**src/rtl/fc_cmd_dispatch.sv**
```systemverilog
// Host command FIFO feeding the flash controller one command at a time.
// Commands that cross a 256-byte half-page are split into two FC commands.
module fc_cmd_dispatch #(
  parameter int DEPTH = 4,
  parameter int AW    = 2
) (
  input  logic          clk,
  input  logic          rst,
  input  logic          host_valid,
  input  logic [32:0]   host_cmd,
  output logic          host_ready,
  output logic [32:0]   fc_cmd,
  input  logic          fc_done,
  output logic          busy,
  output logic [AW:0]   q_count,
  output logic [7:0]    drop_cnt
);

  typedef enum logic [2:0] {
    IDLE,
    LOAD,
    WAIT_RDY,
    ISSUE,
    WAIT_BUSY,
    WAIT_DONE
  } state_t;

  localparam logic [AW:0] FULL = DEPTH[AW:0];

  state_t         state, state_nx;
  logic [32:0]    mem [DEPTH];
  logic [AW-1:0]  wptr, rptr;
  logic [AW:0]    count_nx;
  logic [32:0]    cur, part_b;
  logic           split;

  logic           pop, push, drop, accept, len_zero;
  logic [32:0]    head, part_a, part_b_nx;
  logic [7:0]     off;
  logic [6:0]     len, len1;
  logic [8:0]     sum9;
  logic           need_split;

  assign pop      = (state == LOAD);
  assign accept   = host_ready | pop;
  assign len_zero = (host_cmd[6:0] == 7'd0);
  assign push     = host_valid & accept & ~len_zero;
  assign drop     = host_valid & accept & len_zero;
  assign busy     = (state != IDLE) | (q_count != '0);

  always_comb begin
    count_nx = q_count;
    if (push && !pop)
      count_nx = q_count + (AW+1)'(1);
    else if (pop && !push)
      count_nx = q_count - (AW+1)'(1);
  end

  // Half-page split of the head entry
  assign head       = mem[rptr];
  assign off        = head[21:14];
  assign len        = head[6:0];
  assign sum9       = {1'b0, off} + {2'b0, len};
  assign need_split = (sum9 > 9'd256);
  assign len1       = 7'(9'd256 - {1'b0, off});
  assign part_a     = need_split ? {head[32:7], len1} : head;
  assign part_b_nx  = {head[32],
                       head[31:14] + 18'(len1),
                       head[13:7] + len1,
                       len - len1};

  always_comb begin
    state_nx = state;
    unique case (state)
      IDLE:      if (q_count != '0) state_nx = LOAD;
      LOAD:      state_nx = WAIT_RDY;
      WAIT_RDY:  if (fc_done) state_nx = ISSUE;
      ISSUE:     state_nx = WAIT_BUSY;
      WAIT_BUSY: if (!fc_done) state_nx = WAIT_DONE;
      WAIT_DONE: if (fc_done) state_nx = split ? WAIT_RDY : IDLE;
      default:   state_nx = IDLE;
    endcase
  end

  always_ff @(posedge clk) begin
    if (push)
      mem[wptr] <= host_cmd;
  end

  always_ff @(posedge clk or posedge rst) begin
    if (rst) begin
      state      <= IDLE;
      wptr       <= '0;
      rptr       <= '0;
      q_count    <= '0;
      host_ready <= 1'b1;
      drop_cnt   <= '0;
      cur        <= '0;
      part_b     <= '0;
      split      <= 1'b0;
      fc_cmd     <= '0;
    end else begin
      state      <= state_nx;
      q_count    <= count_nx;
      host_ready <= (count_nx < FULL);
      fc_cmd     <= (state_nx == ISSUE) ? cur : '0;
      if (push)
        wptr <= wptr + AW'(1);
      if (drop && drop_cnt != 8'hFF)
        drop_cnt <= drop_cnt + 8'd1;
      if (pop) begin
        rptr   <= rptr + AW'(1);
        cur    <= part_a;
        part_b <= part_b_nx;
        split  <= need_split;
      end else if (state == WAIT_DONE && fc_done && split) begin
        cur   <= part_b;
        split <= 1'b0;
      end
    end
  end

endmodule
```
**config.mk**
```make
export PLATFORM = sky130hd
export DESIGN_NAME = fc_cmd_dispatch
export DESIGN_NICKNAME = d
export VERILOG_FILES = /design/src/rtl/fc_cmd_dispatch.sv
export SDC_FILE = /design/constraint.sdc
export NUM_CORES = 1
export LEC_CHECK = 0
export CAP_MARGIN = 20
export CORE_ASPECT_RATIO = 1.4
export CORE_MARGIN = 2
export CORE_UTILIZATION = 50
export CTS_CLUSTER_SIZE = 12
export DETAILED_ROUTE_END_ITERATION = 8
export PLACE_DENSITY = 0.82
export SETUP_SLACK_MARGIN = 0.1
export SYNTH_ARGS = -nofsm -noshare
export SYNTH_HDL_FRONTEND = slang
export SYNTH_SLANG_ARGS = --single-unit
export TNS_END_PERCENT = 10
```
**constraint.sdc**
```tcl
create_clock -name clk -period 10.25 [get_ports clk]
set_input_delay 1.025 -clock clk [delete_from_list [all_inputs] [get_ports clk]]
set_output_delay 1.025 -clock clk [all_outputs]
set_load 0.005 [all_outputs]
```
==> flow_metrics.py <==
metrics = {
    "synthesis": {
        "synth_largest_area_cell": "edfxtp_1",
        "ys_async_sr_fraction_pct": 47.2,
        "synth_cell_types": 64,
        "synth.most_common_cell": "edfxtp_1",
        "synthTopCellsByArea": "edfxtp_1, dfrtp_1, mux4_2",
        "synth.top_cell.area_share_pct": 36.4,
        "synth_edf_count": 132,
        "synth-main-ff-cell": "edfxtp_1",
        "ys_warn_count": 0,
        "yosys_register_bits": 250,
        "syn_inst": 787,
        "synth_area_sq_um": 10900,
        "syn_avg_cell_area_sq_um": 13.8,
        "yosysSeqAreaShare_pct": 63.6,
        "synthTopCellsByCount": "edfxtp_1, dfrtp_1, nand2_1",
        "synth_fp_nets": 863,
    },
    "clock_network": {
        "cts-resized-gates": 0,
        "cts-root-buf": "clkbuf_16",
        "cts_setup_buffers": 0,
        "holdBufCountCts": 0,
        "htreeDepth": 1,
        "clock_path_buffers": 3,
        "cts_made_buffers": 25,
        "clock_sinks": 250,
        "clk_pin_slew_ns": 0.06,
        "clk_latency_ns": 0.52,
        "cts_tree": "built",
    },
    "timing": {
        "finalCritPeriodShare_pct": 42.5,
        "slew_violations": 0,
        "rsz0062_at_grt": "no",
        "fin_setup_tns_ns": 0,
        "fmax_ghz": 0.230,
        "holdWs_ns": 0.462,
        "tightest_slew_ns": 0.858,
        "fin_crit_ns": 4.35,
        "clock_skew_ns": 0.0179,
        "relSlewSlack_pct": 42.8,
        "finalHoldViolCount": 0,
        "setup_viol": 0,
    },
    "route": {
        "drt_iter0_drc": 372,
        "num_vias": 6307,
        "drcViolationCount": 0,
        "antenna_left": 0,
        "drt-vias-per-instance": 5.47,
        "drt-total-wl_microns": 20200,
        "dr.pass1.iters": 7,
        "wl_per_cell_microns": 17.5,
    },
    "layout": {
        "syn2layout_area_growth_pct": 16.9,
        "final_core_util_pct": 59.8,
        "diodes": 0,
        "final_nets": 953,
        "drive_gt1_share_pct": 10.8,
    },
    "placed_design": {
        "dp_hpwl_microns": 14000,
        "numPortBuffers": 82,
        "place.gp.congestion": 0.872,
    },
    "pwr": {
        "irDropWorstVdd_mv": 0.157,
        "p_per_area_nw_per_um2": 339,
        "p_leak_nw": 5.01,
    },
    "die": {
        "die_w_microns": 129,
        "die_area_sq_um": 23000,
        "start_util_pct": 51.1,
        "io_pins": 83,
        "die_y_microns": 179,
        "fp-row-count": 63,
        "core_area_sq_um": 21300,
    },
    "worst_hold_path": {
        "min_path_type": "flip-flop to flip-flop",
    },
    "worst_setup_path": {
        "end_kind": "flip-flop",
        "crit_arrival_ns": 4.81,
        "cp_num_buf_inv": 3,
        "start_kind": "flip-flop",
        "critical-path-top-delay-family": "simple AND/OR/NAND/NOR gates",
        "cp_max_fo": 36,
        "crit_required_ns": 10.71,
        "crit_chain": "buf_4 > mux4_2 > inv_1 > ha_1 > and2_1 > nand2_1 > inv_1 > ha_1 > xnor2_2 > and2_4 > a311o_2 > or4b_1 > a21oi_1 > a32o_1",
        "path_class": "flip-flop to flip-flop",
        "cp_slowest_cell": "mux4_2",
        "max_stage_delay_ns": 0.74,
    },
    "global_routing": {
        "grt-ovfl-total": 0,
        "grt_pass1_wl_microns": 33000,
        "grt_usage_pct": 18.1,
        "grt_pass1_vias": 6458,
        "antenna_found_initial": 0,
        "grt_max_degree": 68,
    },
    "run_status": {
        "status": "complete, no violations",
    },
    "run": {
        "drv_cap": 0,
    },
}
-- registers in the layout, summed over array words and instances, names as in the netlist --
register	count
cur	33
drop_cnt	8
fc_cmd	33
host_ready	1
mem	132
part_b	32
q_count	3
rptr	2
split	1
state	3
wptr	2
-- cell families (layout without fill, tap and decap cells) --
kind of cell / count (synthesis) / after routing / synth area share [%]
multiplexers: 48 / 48 / 8.44
AO/OA/AOI/OAI: 132 / 132 / 8.07
buffers and inverters: 59 / 165 / 2.22
XOR/XNOR: 42 / 42 / 3.73
AND/OR/NAND/NOR: 217 / 217 / 9.29
adder cells (fa/ha/maj): 39 / 39 / 4.69
flip-flops: 250 / 250 / 63.6
-- layout make-up --
cell class / count / area [sq um]
clock buffers: 41 / 696
repair buffers: 92 / 916
fillers: 1644 / 8560
flip-flops and latches: 250 / 6920
multi-input cells: 478 / 3730
inverters: 30 / 115
clock inverters: 2 / 13.8
well taps: 260 / 325
-- worst paths after layout --
kind / from / to / slack, ns / depth (start not counted)
max: rptr[0] / part_b[27] / 5.90 / 14
min: part_b[8] / part_b[8] / 0.46 / 2
max reg2reg: rptr[0] / part_b[27] / 5.90 / 14
min reg2reg: part_b[8] / part_b[8] / 0.46 / 2
max in group asynchronous: rst / rptr[0] / 7.96 / 3
min in group asynchronous: rst / fc_cmd[10] / 0.97 / 2
-- metal layers --
layer / share of wire, % / vias to the layer above / global-route usage (%)
met5: 0 / - / 0
met4: 2.1 / 0 / 5.03
met3: 4.9 / 31 / 2.79
met2: 52 / 156 / 32.0
met1: 41 / 3079 / 23.1
li1: - / 3041 / -
-- layout by cell type (no fill, tap or decap), drive strengths merged, types with 5 or more instances in the layout --
master,n
ha,36
clkdlybuf4s50,82
o21bai,5
dfrtp,117
mux4,34
nor2,49
edfxtp,132
a21o,8
xor2,11
xnor2,31
mux2i,10
a21oi,20
a22oi,6
nand3,6
and2,42
inv,29
clkbuf,41
nand2,93
buf,10
a31oi,29
nor3,5
o21ai,39
-- power breakdown --
group          total, W  switching, W  internal (W)
registers       0.00144     0.0000968       0.00134
clock network  0.000809      0.000350      0.000460
logic           0.00206       0.00116      0.000897
total           0.00431       0.00161       0.00270
-- per-stage QoR --
stage | power (W) | cells | setup WS [ns] | cell area (sq um)
6_report | 0.00431 | 1153 | 5.90 | 12700
5_1_grt | 0.00461 | 1153 | 5.55 | 12700
4_1_cts | 0.00432 | 1152 | 5.88 | 12700
3_5_place_dp | 0.00349 | 1109 | 5.91 | 12000
3_3_place_gp | 0.00342 | 1109 | 6.05 | 12000
2_1_floorplan | 0.00301 | 787 | 6.10 | 10900
-- tightest hold or removal path, cell delays in order (launching register included) --
cell	delay [ns]
dfrtp_1	0.32
nand2_1	0.06
nand2_1	0.05
Note: power is estimated with default switching activity, not from simulation.
